<file path="src/rtl/board_pos_tracker.sv">
// Board position tracker: holds ring positions for up to MAX_PLAYERS players,
// loads start tiles in setup mode and walks accepted moves one tile per clock.
module board_pos_tracker #(
    parameter int unsigned MAX_PLAYERS  = 4,
    parameter int unsigned NUM_TILES    = 24,
    parameter int unsigned POS_W        = 5,
    parameter int unsigned PID_W        = 2,
    parameter int unsigned STEP_W       = 4,
    parameter int unsigned START_STRIDE = 6,
    parameter logic [2:0]  SETUP_MODE   = 3'b010
) (
    input  logic                         clk,
    input  logic                         rst_n,
    input  logic [2:0]                   M,
    input  logic [2:0]                   N,
    input  logic                         mv_valid,
    input  logic [PID_W-1:0]             mv_player,
    input  logic [STEP_W-1:0]            mv_steps,
    output logic                         mv_ready,
    output logic                         busy,
    output logic                         done,
    output logic                         mv_err,
    output logic                         lap,
    output logic [MAX_PLAYERS-1:0]       pass_mask,
    output logic [MAX_PLAYERS*POS_W-1:0] pos_flat
);

    localparam int unsigned CNT_W = $clog2(MAX_PLAYERS + 1);
    localparam logic [POS_W-1:0] POS_OFF  = '1;
    localparam logic [POS_W-1:0] POS_LAST = POS_W'(NUM_TILES - 1);

    typedef enum logic {S_IDLE, S_STEP} state_e;

    state_e                 state_q, state_d;
    logic [POS_W-1:0]       pos_q [MAX_PLAYERS];
    logic [POS_W-1:0]       pos_d [MAX_PLAYERS];
    logic [CNT_W-1:0]       cnt_q, cnt_d;
    logic [PID_W-1:0]       player_q, player_d;
    logic [STEP_W-1:0]      rem_q, rem_d;
    logic                   busy_q, busy_d;
    logic                   done_q, done_d;
    logic                   err_q, err_d;
    logic                   lap_q, lap_d;
    logic [MAX_PLAYERS-1:0] pass_q, pass_d;
    logic [POS_W-1:0]       mover_cur, mover_nxt;
    logic                   setup;
    logic                   req_ok;

    assign setup    = (M == SETUP_MODE);
    assign mv_ready = (state_q == S_IDLE) && !setup && (cnt_q != '0);
    assign req_ok   = (cnt_q != '0) && (32'(mv_player) < 32'(cnt_q)) && (mv_steps != '0);

    // Mover's next tile with exact wrap at the end of the ring.
    assign mover_cur = pos_q[player_q];
    assign mover_nxt = (mover_cur == POS_LAST) ? '0 : mover_cur + POS_W'(1);

    always_comb begin
        state_d  = state_q;
        pos_d    = pos_q;
        cnt_d    = cnt_q;
        player_d = player_q;
        rem_d    = rem_q;
        busy_d   = busy_q;
        pass_d   = pass_q;
        done_d   = 1'b0;
        err_d    = 1'b0;
        lap_d    = 1'b0;

        if (setup) begin
            // Setup overrides everything, including a move in flight.
            if (N == 3'd0)
                cnt_d = CNT_W'(1);
            else if (32'(N) > MAX_PLAYERS)
                cnt_d = CNT_W'(MAX_PLAYERS);
            else
                cnt_d = CNT_W'(N);
            for (int unsigned i = 0; i < MAX_PLAYERS; i++) begin
                pos_d[i] = (CNT_W'(i) < cnt_d) ? POS_W'((i * START_STRIDE) % NUM_TILES) : POS_OFF;
            end
            state_d = S_IDLE;
            busy_d  = 1'b0;
        end else begin
            case (state_q)
                S_IDLE: begin
                    if (mv_valid) begin
                        if (req_ok) begin
                            state_d  = S_STEP;
                            player_d = mv_player;
                            rem_d    = mv_steps;
                            pass_d   = '0;
                            busy_d   = 1'b1;
                        end else begin
                            err_d = 1'b1;
                        end
                    end
                end
                S_STEP: begin
                    pos_d[player_q] = mover_nxt;
                    lap_d           = (mover_cur == POS_LAST);
                    rem_d           = rem_q - STEP_W'(1);
                    for (int unsigned j = 0; j < MAX_PLAYERS; j++) begin
                        if ((j != 32'(player_q)) && (CNT_W'(j) < cnt_q) && (pos_q[j] == mover_nxt))
                            pass_d[j] = 1'b1;
                    end
                    if (rem_q == STEP_W'(1)) begin
                        state_d = S_IDLE;
                        busy_d  = 1'b0;
                        done_d  = 1'b1;
                    end
                end
                default: state_d = S_IDLE;
            endcase
        end
    end

    always_ff @(posedge clk or negedge rst_n) begin
        if (!rst_n) begin
            state_q  <= S_IDLE;
            for (int unsigned i = 0; i < MAX_PLAYERS; i++) pos_q[i] <= POS_OFF;
            cnt_q    <= '0;
            player_q <= '0;
            rem_q    <= '0;
            busy_q   <= 1'b0;
            done_q   <= 1'b0;
            err_q    <= 1'b0;
            lap_q    <= 1'b0;
            pass_q   <= '0;
        end else begin
            state_q  <= state_d;
            pos_q    <= pos_d;
            cnt_q    <= cnt_d;
            player_q <= player_d;
            rem_q    <= rem_d;
            busy_q   <= busy_d;
            done_q   <= done_d;
            err_q    <= err_d;
            lap_q    <= lap_d;
            pass_q   <= pass_d;
        end
    end

    assign busy      = busy_q;
    assign done      = done_q;
    assign mv_err    = err_q;
    assign lap       = lap_q;
    assign pass_mask = pass_q;

    always_comb begin
        pos_flat = '0;
        for (int unsigned i = 0; i < MAX_PLAYERS; i++) pos_flat[i*POS_W +: POS_W] = pos_q[i];
    end

endmodule

</file>
<file path="config.mk">
export PLATFORM = sky130hd
export DESIGN_NAME = board_pos_tracker
export DESIGN_NICKNAME = d
export VERILOG_FILES = /design/src/rtl/board_pos_tracker.sv
export SDC_FILE = /design/constraint.sdc
export NUM_CORES = 1
export LEC_CHECK = 0
export ABC_CLOCK_PERIOD_IN_PS = 2800
export BUFFER_PORTS_ARGS = -buffer_cell sky130_fd_sc_hd__clkbuf_2
export CAP_MARGIN = 10
export CORE_MARGIN = 3
export CORE_UTILIZATION = 51
export CTS_BUF_LIST = sky130_fd_sc_hd__clkbuf_16
export DETAILED_ROUTE_END_ITERATION = 7
export GPL_ROUTABILITY_DRIVEN = 0
export PLACE_DENSITY = 0.76
export SYNTH_ARGS = -nofsm -noshare
export SYNTH_HDL_FRONTEND = slang
export SYNTH_SLANG_ARGS = --single-unit
export TNS_END_PERCENT = 50
</file>
<file path="constraint.sdc">
create_clock -name clk -period 2.8 [get_ports clk]
set_clock_uncertainty 0.1 [all_clocks]
set_input_delay 0.56 -clock clk [delete_from_list [all_inputs] [get_ports clk]]
set_output_delay 0.56 -clock clk [all_outputs]
set_load 0.02 [all_outputs]
</file>
==> results.tsv, run 1 <==
metric	value	unit
post-synth top area cell	dfstp_2	
Syn Std Cell Area	2550	µm²
number of global-route vias before repair	2334	
GRT overflow	0	
Worst R2R Start	player_q[0]	
fin cells	396	
crit path max fanout	9	
Final Cycle Share	0.968	
die height	76.8	µm
# IOs	44	
FILL cells	400	
Rows	25	
Achievable Freq	369	MHz
clock buffer count from CTS	5	
initial antenna violation count	0	
status	finished clean	
final slew viol count	0	
die area	5890	µm²
reg2reg setup slack	0.09	ns
H-tree levels	2	
setup TNS	0	ns
prevailing post-synth register cell	dfstp_2	
Tot GR Track Use	0.262	
worst hold path class	in2async	
total instance count after detailed placement	388	
WL/cell	18.4	µm
CTS tree	done	
RSZ-0062 raised after global routing	no	
commonest cells after routing, fill and taps aside	clkbuf_2, nand2_1, nor2_1	
Worst Path Arrival	2.83	ns
post-layout min period	2.71	ns
Crit Path Class	reg2reg	
Root Buffer	clkbuf_16	
register area share after synthesis	0.382	
clk slew on worst S/H paths	0.06	ns
first-pass GRT wire length	12200	µm
Synth top area share	0.206	
Post-Route WL	7300	µm
register bit total from synthesis	38	
worst setup path startpoint	player_q[0]	
Synth cell types	56	
Post-synth EDFFs	0	
max-cap violations	0	
Clk Latency, worst-skew pair	0.29	ns
share of cells above drive strength 1	0.337	
async set-reset flop share out of synthesis	1.00	
Via density	6.19	
Worst Max-Slew Pin Slew	0.932	ns
n_diodes	0	
commonest non-fill, non-tap cell in the layout	clkbuf_2	
post-DP HPWL	5310	µm
initial drt markers	282	
Post-CTS Setup Repair Bufs	0	
DRC errors left	0	
clock sinks	38	
post_cts resized	0	
hold_buf cts	0	
CP Data Required Time	2.92	ns
PortBufs	43	
RR Endpoint	pass_mask[2]	
fin nets	347	
CP Capture Type	flip-flop	
crit path to	pass_mask[2]	
Final Util	0.645	
crit path launch type	flip-flop	
Starting Density	0.534	
number of routed nets with antenna violations	0	
Mean Syn Cell Area	9.29	µm²
die width	76.8	µm
Cells after Synth	275	
Synthesized Nets	294	
Final Hold Viols	0	
core area	4790	µm²
Slew HR	0.378	
1st-pass router iterations	4	
final setup fails	0	
R2R depth	6	
largest net degree at the start of global routing	39	
top post-synthesis cells by area	dfstp_2, dfrtp_1, nand2_1	
Max clock buf depth	2	
Via Count	2450	
Yosys warning total	0	
synthesis-to-finish area growth	20.9	%
-- registers in the layout, indices dropped and copies added (netlist names) --
name / cells
pos_flat: 20
lap: 1
player_q: 2
busy: 1
state_q: 1
rem_q: 4
cnt_q: 3
done: 1
pass_mask: 4
mv_err: 1
-- routing by layer --
metal,vias to the layer above,GRT usage,wire length [µm]
li1,1110,-,-
met1,1188,0.375,3000
met5,-,0,0
met4,0,0.0888,239
met3,23,0.0434,693
met2,129,0.403,3370
-- per-stage QoR --
step           hold WS [ns]  setup slack, ns  area, µm²
2_1_floorplan         0.164            0.130       2550
3_3_place_gp          0.382           0.0848       2920
3_5_place_dp          0.390           0.0223       2920
4_1_cts               0.350          0.00736       3080
5_1_grt               0.392           0.0209       3090
6_report              0.306           0.0888       3090
-- logic make-up (layout without fill, tap and decap cells) --
kind of cell,after synthesis,count (layout),synth area share
muxes,18,18,0.106
AOI/OAI and AO/OA,78,78,0.207
DFF,38,38,0.382
buffers and inverters,25,79,0.0416
adders and majority gates,4,4,0.0196
xor gates and xnor gates,13,13,0.0519
and+or+nand+nor,99,99,0.192
-- worst max-delay path, stage by stage, from the launching register on --
cell and delay, ns:
dfrtp_1 0.51, buf_4 0.23, mux4_2 0.65, nor3b_2 0.22, buf_4 0.17, a2111oi_0 0.52
a32o_2 0.25
-- cell type report --
class / instances / area, µm² / share of cell area
clock inverters: 3 / 40.0 / 0.0130
well taps: 67 / 83.8 / 0.0271
multi-input cells: 212 / 1480 / 0.480
inverters: 12 / 45.0 / 0.0146
clock buffers: 5 / 125 / 0.0405
repair buffers: 59 / 335 / 0.109
flip-flops and latches: 38 / 976 / 0.316
-- how the worst min path moves through the flow --
stage	startpoint	endpoint	cells past startpoint
2_1_floorplan	rst_n	busy	0
3_5_place_dp	pass_mask[2]	pass_mask[2]	1
6_report	rst_n	pass_mask[1]	1
5_1_grt	rst_n	rem_q[2]	1
3_3_place_gp	pass_mask[1]	pass_mask[1]	2
4_1_cts	rst_n	pass_mask[1]	1
-- synthesized netlist by cell type (2+ instances only) --
cell and instances:
mux2i_4 2, a211oi_1 4, nand3_1 6, clkbuf_1 8, or3_1 2, o211ai_1 11, xor2_1 3, nor2b_1 2
o21ai_0 18, nand2_1 33, dfrtp_1 18, nor3_1 3, nor2_1 30, xnor2_1 9, nor3b_1 3, inv_1 12
mux2_2 3, mux2i_1 8, o22ai_1 3, o221a_2 2, ha_1 4, and2_1 2, o31ai_1 3, a21oi_1 19
mux4_2 5, o2111ai_1 3, o221ai_1 4, dfstp_2 20, buf_2 4, nand2b_1 5
Power of run 1 is left out: the tool's default activity adds up to more than one toggle a clock period on the data nets, which glitch-free logic cannot reach.
==> run 2: changes to the inputs <==
--- a/config.mk
+++ b/config.mk
@@ -5,7 +5,7 @@
 export SDC_FILE = /design/constraint.sdc
 export NUM_CORES = 1
 export LEC_CHECK = 0
-export ABC_CLOCK_PERIOD_IN_PS = 2800
+export ABC_CLOCK_PERIOD_IN_PS = 2400
 export BUFFER_PORTS_ARGS = -buffer_cell sky130_fd_sc_hd__clkbuf_2
 export CAP_MARGIN = 10
 export CORE_MARGIN = 3
==> constraint.sdc (replaced) <==
create_clock -name clk -period 2.4 [get_ports clk]
set_clock_uncertainty 0.1 [all_clocks]
set_input_delay 0.48 -clock clk [delete_from_list [all_inputs] [get_ports clk]]
set_output_delay 0.48 -clock clk [all_outputs]
set_load 0.02 [all_outputs]
==> results.tsv, run 2 (synthesis results as in run 1) <==
metric	value	unit	change
status	complete, but fails checks		
failing checks	negative setup slack		
Clk Latency, worst-skew pair	0.29	ns	about the same
Slew HR	0.643		+0.264
Starting Density	0.534		unchanged
hold_buf cts	0		unchanged
core area	4790	µm²	unchanged
fin nets	368		+6.1%
Worst R2R Start	player_q[0]		
Worst Path Arrival	2.57	ns	-0.26 ns
Sequential cell area	977	µm²	+0.13%
clock buffer count from CTS	5		unchanged
post-layout min period	2.45	ns	-0.257 ns
CP Capture Type	flip-flop		
Final Hold Viols	0		unchanged
PortBufs	43		unchanged
number of routed nets with antenna violations	0		unchanged
initial drt markers	269		-4.6%
crit path launch type	flip-flop		
FILL cells	384		-4.0%
worst setup path startpoint	player_q[0]		
final setup fails	1		+1
crit path max fanout	6		-3
synthesis-to-finish area growth	28.4	%	
H-tree levels	2		unchanged
final slew viol count	0		unchanged
footprint of the multi-input gates	1520	µm²	+2.6%
max reg flops	20		unchanged
RSZ-0062 raised after global routing	yes		
Tot GR Track Use	0.276		+0.0141
Crit Path Class	reg2reg		
share of cells above drive strength 1	0.386		+0.0483
max-cap violations	0		unchanged
commonest non-fill, non-tap cell in the layout	clkbuf_2		
setup ws final	-0.0545	ns	-0.143 ns
CTS tree	done		
WL/cell	19.1	µm	+3.5%
Achievable Freq	407	MHz	+10%
Post-Route WL	7960	µm	+9.0%
# IOs	44		unchanged
1st-pass router iterations	5		+1
die area	5890	µm²	unchanged
Rows	25		unchanged
commonest cells after routing, fill and taps aside	clkbuf_2, buf_4, nand2_1		
worst hold path class	in2async		
Final Cycle Share	1.02		+0.0544
Via density	6.11		-1.2%
clk slew on worst S/H paths	0.06	ns	about the same
Worst Max-Slew Pin Slew	0.536	ns	-0.396 ns
clock sinks	38		unchanged
die width	76.8	µm	unchanged
Via Count	2549		+4.0%
number of global-route vias before repair	2429		+4.1%
DRC errors left	0		unchanged
GRT overflow	0		unchanged
initial antenna violation count	0		unchanged
Root Buffer	clkbuf_16		
Final Util	0.685		+0.0397
Max clock buf depth	2		unchanged
post-DP HPWL	5870	µm	+11%
die height	76.8	µm	unchanged
CP Data Required Time	2.52	ns	-0.40 ns
first-pass GRT wire length	12700	µm	+4.0%
largest net degree at the start of global routing	21		-46%
n_diodes	0		unchanged
## run 2: final cells by class
class                           instances  area share
Clock buffer                            5      0.0382
Tap cell                               67      0.0256
Multi-Input combinational cell        212       0.464
Timing Repair Buffer                   80       0.156
Clock inverter                          3     0.00382
Inverter                               12      0.0137
Sequential cell                        38       0.298
## run 2: through the flow
step | hold slack [ns] | instance area [µm²] | setup TNS, ns | setup slack [ns] | std cells
floorplan | 0.0844 | 2570 | -0.0494 | -0.0474 | 275
global placement | 0.376 | 3070 | 0 | 0.0668 | 404
detailed placement | 0.372 | 3070 | 0 | 0.0174 | 404
CTS | 0.0740 | 3210 | 0 | 0.00104 | 413
global route | 0.0951 | 3280 | -0.481 | -0.0985 | 417
finish | 0.0592 | 3280 | -0.0545 | -0.0545 | 417
## run 2: final timing paths
kind                                     end  slack (ns)  cells past startpoint
worst min register to register  pass_mask[3]        0.41                      1
min in group clk                    cnt_q[0]        0.33                      2
worst max register to register  pass_mask[2]       -0.05                      7
worst max-delay path            pass_mask[2]       -0.05                      7
max in group asynchronous       pos_flat[15]        1.56                      2
worst min-delay path            pass_mask[1]        0.06                      1
## run 2: what timing repair did
item                                    in CTS  in global routing
setup buffers                                1                  4
pin swaps                                    0                  3
endpoints found under the setup margin       1                  8
gates resized for setup                      0                  9
## run 2: worst max-delay path, stage by stage, from the launching register on
cell and delay, ns:
dfrtp_2 0.45, mux4_2 0.57, ha_4 0.23, nand2_4 0.08, mux2i_4 0.36, xnor2_1 0.12, a311oi_1 0.24, a32o_2 0.22
## run 2: layer usage
layer,GRT usage,vias up,part of all wire
met5,0,-,0
met4,0.129,0,0.035
met3,0.0481,34,0.084
met2,0.430,154,0.46
met1,0.374,1209,0.42
li1,-,1152,-
Power of run 2 is left out for the same reason.
==> run 3: changes to the inputs <==
--- a/config.mk
+++ b/config.mk
@@ -5,7 +5,7 @@
 export SDC_FILE = /design/constraint.sdc
 export NUM_CORES = 1
 export LEC_CHECK = 0
-export ABC_CLOCK_PERIOD_IN_PS = 2400
+export ABC_CLOCK_PERIOD_IN_PS = 2900
 export BUFFER_PORTS_ARGS = -buffer_cell sky130_fd_sc_hd__clkbuf_2
 export CAP_MARGIN = 10
 export CORE_MARGIN = 3
@@ -13,7 +13,7 @@
 export CTS_BUF_LIST = sky130_fd_sc_hd__clkbuf_16
 export DETAILED_ROUTE_END_ITERATION = 7
 export GPL_ROUTABILITY_DRIVEN = 0
-export PLACE_DENSITY = 0.76
+export PLACE_DENSITY = 0.74
 export SYNTH_ARGS = -nofsm -noshare
 export SYNTH_HDL_FRONTEND = slang
 export SYNTH_SLANG_ARGS = --single-unit
==> constraint.sdc (replaced) <==
create_clock -name clk -period 2.9 [get_ports clk]
set_clock_uncertainty 0.1 [all_clocks]
set_input_delay 0.58 -clock clk [delete_from_list [all_inputs] [get_ports clk]]
set_output_delay 0.58 -clock clk [all_outputs]
set_load 0.02 [all_outputs]
==> results.tsv, run 3 (synthesis results as in run 1) <==
metric	value	unit	change
status	finished clean		
largest net degree at the start of global routing	39		+86%
crit path launch type	flip-flop		
GRT met1 Usage	0.364		-0.00947
Rows	25		unchanged
1st-pass router iterations	5		unchanged
Crit Path Class	reg2reg		
number of routed nets with antenna violations	0		unchanged
core area	4790	µm²	unchanged
Root Buffer	clkbuf_16		
RSZ-0062 raised after global routing	no		
initial drt markers	237		-12%
Max clock buf depth	2		unchanged
CP Data Required Time	2.97	ns	+0.45 ns
Final Cycle Share	0.934		-0.0888
clk slew on worst S/H paths	0.06	ns	about the same
FILL cells	406		+5.7%
Achievable Freq	369	MHz	-9.4%
clock sinks	38		unchanged
setup TNS	0	ns	+0.0545 ns
WL/cell	18.8	µm	-1.5%
met2 usage	0.410		-0.0200
post_cts resized	0		unchanged
Via density	6.22		+1.8%
met3 Use GR	0.0493		+0.00117
R2R depth	7		unchanged
fin nets	340		-7.6%
final slew viol count	0		unchanged
share of cells above drive strength 1	0.317		-0.0689
Post-Route WL	7320	µm	-8.1%
Worst Max-Slew Pin Slew	0.989	ns	+0.453 ns
PortBufs	43		unchanged
Final Hold Viols	0		unchanged
clock buffer count from CTS	5		unchanged
die width	76.8	µm	unchanged
max reg flops	20		unchanged
final setup fails	0		-1
gr busiest metal	met2		
DRC errors left	0		unchanged
Via Count	2420		-5.1%
number of global-route vias before repair	2280		-6.1%
worst hold path class	in2async		
commonest non-fill, non-tap cell in the layout	clkbuf_2		
Tot GR Track Use	0.263		-0.0135
Starting Density	0.534		unchanged
hold_buf cts	0		unchanged
H-tree levels	2		unchanged
Clk Latency, worst-skew pair	0.28	ns	about the same
first-pass GRT wire length	12100	µm	-4.8%
Worst Path Arrival	2.78	ns	+0.21 ns
CP Capture Type	flip-flop		
Slew HR	0.340		-0.302
post-DP HPWL	5330	µm	-9.2%
post-layout min period	2.71	ns	+0.254 ns
synthesis-to-finish area growth	18.1	%	
n_diodes	0		unchanged
die area	5890	µm²	unchanged
crit path max fanout	13		+7
commonest cells after routing, fill and taps aside	clkbuf_2, nand2_1, nor2_1		
GRT overflow	0		unchanged
die height	76.8	µm	unchanged
Post-CTS Setup Repair Bufs	0		-1
max-cap violations	0		unchanged
initial antenna violation count	0		unchanged
# IOs	44		unchanged
CTS tree	done		
## run 3: stage by stage
step | worst slack [ns] | hold slack, ns | instance area [µm²] | cells | util
3_3_place_gp | 0.201 | 0.362 | 2860 | 381 | 0.598
3_5_place_dp | 0.168 | 0.366 | 2860 | 381 | 0.598
5_1_grt | 0.0823 | 0.398 | 3020 | 389 | 0.630
2_1_floorplan | 0.230 | 0.184 | 2550 | 275 | -
6_report | 0.192 | 0.344 | 3020 | 389 | 0.630
4_1_cts | 0.158 | 0.379 | 3010 | 389 | 0.628
## run 3: final cells by class
| class | instances | area (µm²) | share of cell area |
|---|---|---|---|
| multi-input cells | 212 | 1490 | 0.493 |
| inverters | 12 | 45.0 | 0.0149 |
| flip-flops and latches | 38 | 976 | 0.324 |
| well taps | 67 | 83.8 | 0.0278 |
| clock inverters | 3 | 17.5 | 0.00581 |
| clock buffers | 5 | 125 | 0.0415 |
| repair buffers | 52 | 283 | 0.0938 |
## run 3: worst paths after layout
check                             start      endpoint  slack (ns)
hold reg to reg            pass_mask[1]  pass_mask[1]        0.37
max in group asynchronous         rst_n  pass_mask[0]        1.74
min in group clk           pass_mask[1]  pass_mask[1]        0.37
setup reg to reg            player_q[0]  pass_mask[2]        0.19
setup / recovery            player_q[0]  pass_mask[2]        0.19
hold / removal                    rst_n  pass_mask[1]        0.34
## run 3: routing by layer
metal / up-vias / wire [µm]
met5: - / 0
met4: 0 / 163
met3: 16 / 565
met2: 125 / 3450
met1: 1177 / 3140
li1: 1102 / -
## run 3: critical path, cell delays in order (launching register included)
cell and delay, ns:
dfrtp_1 0.44, buf_4 0.25, mux4_2 0.62, a21oi_1 0.47, mux2i_4 0.22, nor2_1 0.15, a311oi_1 0.08, a32o_2 0.28
Power of run 3 is left out for the same reason.
